**src/rtl/mux_cmd_master.sv**
```systemverilog
// rtl/mux_cmd_master.sv - console-mux command initiator: request -> uart_tx bytes, uart_rx readback -> response
module mux_cmd_master #(
  parameter int OUTPUT_COUNT   = 16,
  parameter int INPUT_COUNT    = 4,
  parameter int SEL_WIDTH      = $clog2(INPUT_COUNT) * OUTPUT_COUNT,
  parameter int TIMEOUT_CYCLES = 65535
) (
  input  logic                    clk,
  input  logic                    rst_n,
  input  logic                    req_valid,
  output logic                    req_ready,
  input  logic [2:0]              req_op,
  input  logic [OUTPUT_COUNT-1:0] req_mask,
  input  logic [SEL_WIDTH-1:0]    req_map,
  output logic                    rsp_valid,
  output logic [1:0]              rsp_status,
  output logic [OUTPUT_COUNT-1:0] rsp_mask,
  output logic [SEL_WIDTH-1:0]    rsp_map,
  output logic [7:0]              tx_data,
  output logic                    tx_start,
  input  logic                    tx_done,
  input  logic                    rx_valid,
  input  logic [7:0]              rx_data
);

  localparam int MASK_BYTES = OUTPUT_COUNT / 8;
  localparam int MAP_BYTES  = SEL_WIDTH / 8;
  localparam int TW         = $clog2(TIMEOUT_CYCLES + 1);

  localparam logic [2:0] ST_IDLE  = 3'd0;
  localparam logic [2:0] ST_SEND  = 3'd1;
  localparam logic [2:0] ST_GUARD = 3'd2;
  localparam logic [2:0] ST_RECV  = 3'd3;
  localparam logic [2:0] ST_DONE  = 3'd4;

  localparam logic [1:0] STS_OK       = 2'd0;
  localparam logic [1:0] STS_MISMATCH = 2'd1;
  localparam logic [1:0] STS_TIMEOUT  = 2'd2;
  localparam logic [1:0] STS_BAD_OP   = 2'd3;

  logic [2:0]              state;
  logic [2:0]              lat_op;
  logic [OUTPUT_COUNT-1:0] lat_mask;
  logic [SEL_WIDTH-1:0]    lat_map;
  logic [7:0]              tx_cnt;
  logic [7:0]              rx_cnt;
  logic [TW-1:0]           to_cnt;

  logic                    is_write;
  logic                    is_mask;
  logic [7:0]              len;
  logic [7:0]              total;
  logic                    tx_last;
  logic                    armed;
  logic                    rx_take;
  logic [7:0]              rx_cnt_nxt;
  logic [7:0]              pidx;
  logic [7:0]              cur_byte;
  logic [OUTPUT_COUNT-1:0] mask_nxt;
  logic [SEL_WIDTH-1:0]    map_nxt;
  logic                    mismatch;

  assign is_write = (lat_op == 3'd3) || (lat_op == 3'd4);
  assign is_mask  = (lat_op == 3'd1) || (lat_op == 3'd3);
  assign len      = is_mask ? 8'(MASK_BYTES) : 8'(MAP_BYTES);
  assign total    = is_write ? len + 8'd1 : 8'd1;
  assign tx_last  = (tx_cnt == total - 8'd1);

  // Capture opens on the cycle the final command byte is launched, so an
  // early responder overlapping the transmit tail is not lost.
  assign armed = ((state == ST_SEND) && tx_done && tx_last) ||
                 ((state == ST_GUARD) && (tx_cnt == total)) ||
                 (state == ST_RECV);
  assign rx_take    = rx_valid && armed && (rx_cnt < len);
  assign rx_cnt_nxt = rx_cnt + {7'd0, rx_take};

  assign tx_start  = (state == ST_SEND) && tx_done;
  assign tx_data   = (state == ST_SEND) ? cur_byte : 8'hFF;
  assign rsp_valid = (state == ST_DONE);
  assign req_ready = (state == ST_IDLE);

  always_comb begin
    pidx     = tx_cnt - 8'd1;
    cur_byte = {5'b0, lat_op};
    if (tx_cnt != 8'd0) begin
      cur_byte = 8'h00;
      for (int k = 0; k < MASK_BYTES; k++)
        if (is_mask && pidx == 8'(k)) cur_byte = lat_mask[8*k +: 8];
      for (int k = 0; k < MAP_BYTES; k++)
        if (!is_mask && pidx == 8'(k)) cur_byte = lat_map[8*k +: 8];
    end
  end

  // Response fields including the byte arriving this cycle, so completion
  // status can be decided on the same edge the last byte lands.
  always_comb begin
    mask_nxt = rsp_mask;
    map_nxt  = rsp_map;
    if (rx_take) begin
      for (int k = 0; k < MASK_BYTES; k++)
        if (is_mask && rx_cnt == 8'(k)) mask_nxt[8*k +: 8] = rx_data;
      for (int k = 0; k < MAP_BYTES; k++)
        if (!is_mask && rx_cnt == 8'(k)) map_nxt[8*k +: 8] = rx_data;
    end
    mismatch = is_write && (is_mask ? (mask_nxt != lat_mask) : (map_nxt != lat_map));
  end

  always_ff @(posedge clk or negedge rst_n) begin
    if (!rst_n) begin
      state      <= ST_IDLE;
      lat_op     <= 3'd0;
      lat_mask   <= '0;
      lat_map    <= '0;
      tx_cnt     <= 8'd0;
      rx_cnt     <= 8'd0;
      to_cnt     <= '0;
      rsp_status <= STS_OK;
      rsp_mask   <= '0;
      rsp_map    <= '0;
    end else begin
      rsp_mask <= mask_nxt;
      rsp_map  <= map_nxt;
      rx_cnt   <= rx_cnt_nxt;
      case (state)
        ST_IDLE: begin
          if (req_valid) begin
            lat_op   <= req_op;
            lat_mask <= req_mask;
            lat_map  <= req_map;
            rsp_mask <= '0;
            rsp_map  <= '0;
            tx_cnt   <= 8'd0;
            rx_cnt   <= 8'd0;
            to_cnt   <= '0;
            if (req_op >= 3'd1 && req_op <= 3'd4) begin
              state <= ST_SEND;
            end else begin
              rsp_status <= STS_BAD_OP;
              state      <= ST_DONE;
            end
          end
        end
        ST_SEND: begin
          if (tx_done) begin
            tx_cnt <= tx_cnt + 8'd1;
            state  <= ST_GUARD;
          end
        end
        ST_GUARD: begin
          if (tx_cnt == total) begin
            to_cnt <= '0;
            state  <= ST_RECV;
          end else begin
            state <= ST_SEND;
          end
        end
        ST_RECV: begin
          if (rx_cnt_nxt == len) begin
            rsp_status <= mismatch ? STS_MISMATCH : STS_OK;
            state      <= ST_DONE;
          end else if (rx_take) begin
            to_cnt <= '0;
          end else if (to_cnt == TW'(TIMEOUT_CYCLES - 1)) begin
            rsp_status <= STS_TIMEOUT;
            state      <= ST_DONE;
          end else begin
            to_cnt <= to_cnt + 1'b1;
          end
        end
        ST_DONE: state <= ST_IDLE;
        default: state <= ST_IDLE;
      endcase
    end
  end

endmodule

```
**config.mk**
```make
export PLATFORM = sky130hd
export DESIGN_NAME = mux_cmd_master
export DESIGN_NICKNAME = d
export VERILOG_FILES = /design/src/rtl/mux_cmd_master.sv
export SDC_FILE = /design/constraint.sdc
export NUM_CORES = 1
export LEC_CHECK = 0
export ABC_AREA = 1
export BUFFER_PORTS_ARGS = -buffer_cell sky130_fd_sc_hd__buf_2
export CAP_MARGIN = 20
export CORE_UTILIZATION = 58
export CTS_CLUSTER_SIZE = 40
export DETAILED_ROUTE_END_ITERATION = 12
export GPL_TIMING_DRIVEN = 1
export PLACE_DENSITY = 0.78
export SYNTH_ARGS = -nofsm -noshare
export SYNTH_HDL_FRONTEND = slang
export SYNTH_SLANG_ARGS = --single-unit
```
**constraint.sdc**
```tcl
create_clock -name clk -period 4.99 [get_ports clk]
set_input_delay 0.998 -clock clk [delete_from_list [all_inputs] [get_ports clk]]
set_output_delay 0.998 -clock clk [all_outputs]
set_load 0.02 [all_outputs]
```
==> metrics list <==
- The count of buffers added on input and output ports is 124.
* Die Area: 14600 µm²
* Weighted congestion at the end of routability-driven global placement: 1.06
- Average wire per cell in the routed design: 17.1 µm
- For the worst flop-to-flop path, the logic depth is 24.
- Summed over all failing endpoints, the final setup total negative slack is 0 ps.
- Max-cap violations: 0
- Post-Synthesis Cells: 1154
- Startpoint type of the worst setup path: register
- In the routed design, unresolved DRC markers number 0.
- Final Hold Fails: 0
- Share of layout cells above drive strength 1: 14.9%
* Net Sw Frac: 45.9%
* Initial antenna violation count: 0
* Category of the most critical setup path: register to output pin
- Dividing the synthesized area by the synthesized cell count gives 7.09 µm².
- Die height: 121 µm
* Grt ovf: 0
- The die is 121 µm wide.
- Wires add up to 24900 µm.
- The worst path uses 89.3% of the clock period.
* Commonest non-fill, non-tap cells in the layout: nand2_1 (303), inv_1 (160), dfrtp_1 (136)
* Initial Util: 59.2%
- Predominant post-synthesis flop cell: dfrtp_1
- Cell at the root of the clock tree: clkbuf_16
- Element type at the critical path end: output pin
* Unrepaired setup endpoints after global routing: false
* Class of the most critical hold timing path: register to register
* Most area-consuming cells after synthesis: dfrtp_1 (42%), nand2_1 (14%), inv_1 (7.3%)
- H-tree level count: 4
- Post-Route Hold Slack: 529 ps
- Count of hold buffers inserted by post-cts repair: 0
- During synthesis, Yosys emitted a total of 0 warnings.
- The first routing iteration left 924 violations.
- Between clock sinks in the finished design, the worst skew comes to 6.31 ps.
* Number of different library cells in the post-synthesis netlist: 40
- Antenna diodes: 0
- At the end of the flow, the number of nets in the layout was 1340.
- Crit path required time: 3990 ps
* Largest fanout on the critical path: 9
- Along the worst hold path, the cell count comes to 2.
- The number of nets handed over by synthesis was 1229.
* TritonCTS clock tree: yes
* Count of antenna-violating nets left after detailed routing: 0
- Number of fillers in the final layout: 1220
- Via count of the first global-routing pass: 7607
- Maximum resistive drop on vdd: 0.441 mV
* Number of flops mapped to enable cells by yosys: 0
* Detailed-route via count: 8307
* Max clock buf depth: 2
- Share of synthesized registers carrying an async set or reset: 100%
* Internal Dissipation: 2.91 mW
* Power per Cell Area: 567 nW/µm²
- Sequential cells account for 31.4% of the total power.
* Worst-Margin Slew: 990 ps
- The synthesized design devotes to its leading area cell type 41.6% of total area.
- The share of the Yosys chip area taken by registers is 41.6%.
- Switching power of the nets: 2.47 mW
- Combinational logic burns 45.4% of the power.
- Data arrival, critical path: 3460 ps
- Synth Cell Area: 8190 µm²
- Final period demand of the worst path: 4450 ps
- Final slew viol count: 0
* GR Util All Layers: 36.2%
* DP Wirelength: 18200 µm
- TritonCTS created 17 clock buffers.
* Leakage power summed over all cells: 4.93 nW
* Sinks on the clock net: 136
* Site row count: 43
- Number of cells upsized or downsized after cts: 0
- Core box area: 13800 µm²
* Most common cell after layout, fill and taps aside: nand2_1
- The number of setup buffers added after CTS is 0.
- Setup violations remaining at the end of the flow were counted as 0.
* Number of storage elements in the synthesis netlist: 136
- Compared with the post-synthesis result, the final layout area differs by 16.1%.
* Headroom to the max-slew limit: 34.0%
- In the routed layout, each cell is associated on average with a via count of 5.70.
- During I/O placement, the number of pins put on the boundary was 125.
* Largest net degree at the start of global routing: 110
- The later pin in the worst-skew pair is clocked with a latency of 420 ps.
* 1st-pass router iterations: 6
- Timing would allow up to 225 MHz.
- Clock slew at the register clock pins of the worst setup and hold paths: 60 ps
* Library cell with the largest summed area after synthesis: dfrtp_1
- Outcome: complete, no violations
- Clock power share: 23.2%
* First-pass GRT wire length: 40000 µm
-- critical path, cell delays in order (launching register included) --
cell     delay, ps
dfrtp_1        500
inv_1          160
ha_1           260
nand2_1        100
a21oi_1         50
a21oi_1        100
and2_1         210
nand2_1         60
nor3_1         350
nand2_1        270
o22ai_1        180
o22ai_1        100
o21ai_0        150
o21ai_0        100
o21ai_0        240
buf_2          210
-- kinds of logic (layout without fill, tap and decap cells) --
logic type,count (synthesis),after routing,synth area share (%)
compound gates,194,194,12.6
fa+ha+maj,11,11,1.68
xor+xnor,15,15,1.60
buf+inv,206,329,9.89
flops,136,136,41.6
simple gates,592,592,32.6
-- synth_stat cells (2+ instances only) --
cell type  instances
nand2_1          303
inv_1            160
dfrtp_1          136
nand3_1           95
nor2_1            91
o21ai_0           91
a21oi_1           69
nand4_1           59
clkbuf_1          25
nor3_1            15
ha_1              11
xor2_1            11
buf_2              9
o211ai_1           8
o21ai_1            8
o22ai_1            7
inv_2              6
nand3_2            6
o221ai_1           6
nor2_2             5
buf_4              4
xnor2_1            4
nand3_4            3
or2_2              3
a31oi_1            2
nor3b_1            2
nor4_1             2
-- final timing paths --
kind | startpoint | end | slack [ps]
setup / recovery | tx_cnt[0] | tx_data[7] | 540
hold / removal | to_cnt[5] | to_cnt[5] | 530
setup reg to reg | lat_op[2] | to_cnt[4] | 930
hold reg to reg | to_cnt[5] | to_cnt[5] | 530
max in group asynchronous | rst_n | rsp_map[17] | 3300
min in group asynchronous | rst_n | rsp_mask[4] | 730
-- metal layers --
layer / global-route usage (%) / vias up / part of all wire (%)
met2: 55.3 / 410 / 45
met1: 48.9 / 3822 / 43
met5: 0 / - / 0
li1: - / 4001 / -
met4: 16.0 / 0 / 4.1
met3: 8.68 / 74 / 8.3
-- power groups by stage --
stage          logic (mW)  registers, mW  clock network, mW
6_report             2.44           1.69               1.25
5_1_grt              2.72           1.72               1.31
4_1_cts              2.40           1.68               1.26
3_5_place_dp         2.38           1.69                  0
3_3_place_gp         2.36           1.68                  0
2_1_floorplan        1.59           1.63                  0
-- flip-flops by register name, summed over array words and instances (netlist names) --
register	count
rsp_mask	16
to_cnt	16
state	3
rx_cnt	8
rsp_map	32
lat_mask	16
tx_cnt	8
lat_op	3
lat_map	32
rsp_status	2
-- per-stage QoR --
step | total power [mW] | util (%) | setup WS, ps | area [µm²] | cells
CTS | 5.34 | 68.7 | 627 | 9500 | 1457
global route | 5.75 | 68.7 | 258 | 9500 | 1457
global placement | 4.04 | 64.5 | 1050 | 8920 | 1426
finish | 5.38 | 68.7 | 536 | 9500 | 1457
detailed placement | 4.07 | 64.5 | 818 | 8920 | 1426
floorplan | 3.22 | - | 1220 | 8190 | 1154
-- final cells by class --
class | instances | area, µm² | share of cell area [%]
clock buffer | 23 | 488 | 5.14
clock inverter | 8 | 95.1 | 1.00
inverter | 167 | 629 | 6.62
multi-input combinational | 812 | 3980 | 41.9
sequential | 136 | 3400 | 35.8
tap | 180 | 225 | 2.37
timing repair buffer | 131 | 679 | 7.15
Note: power is estimated with default switching activity, not from simulation.
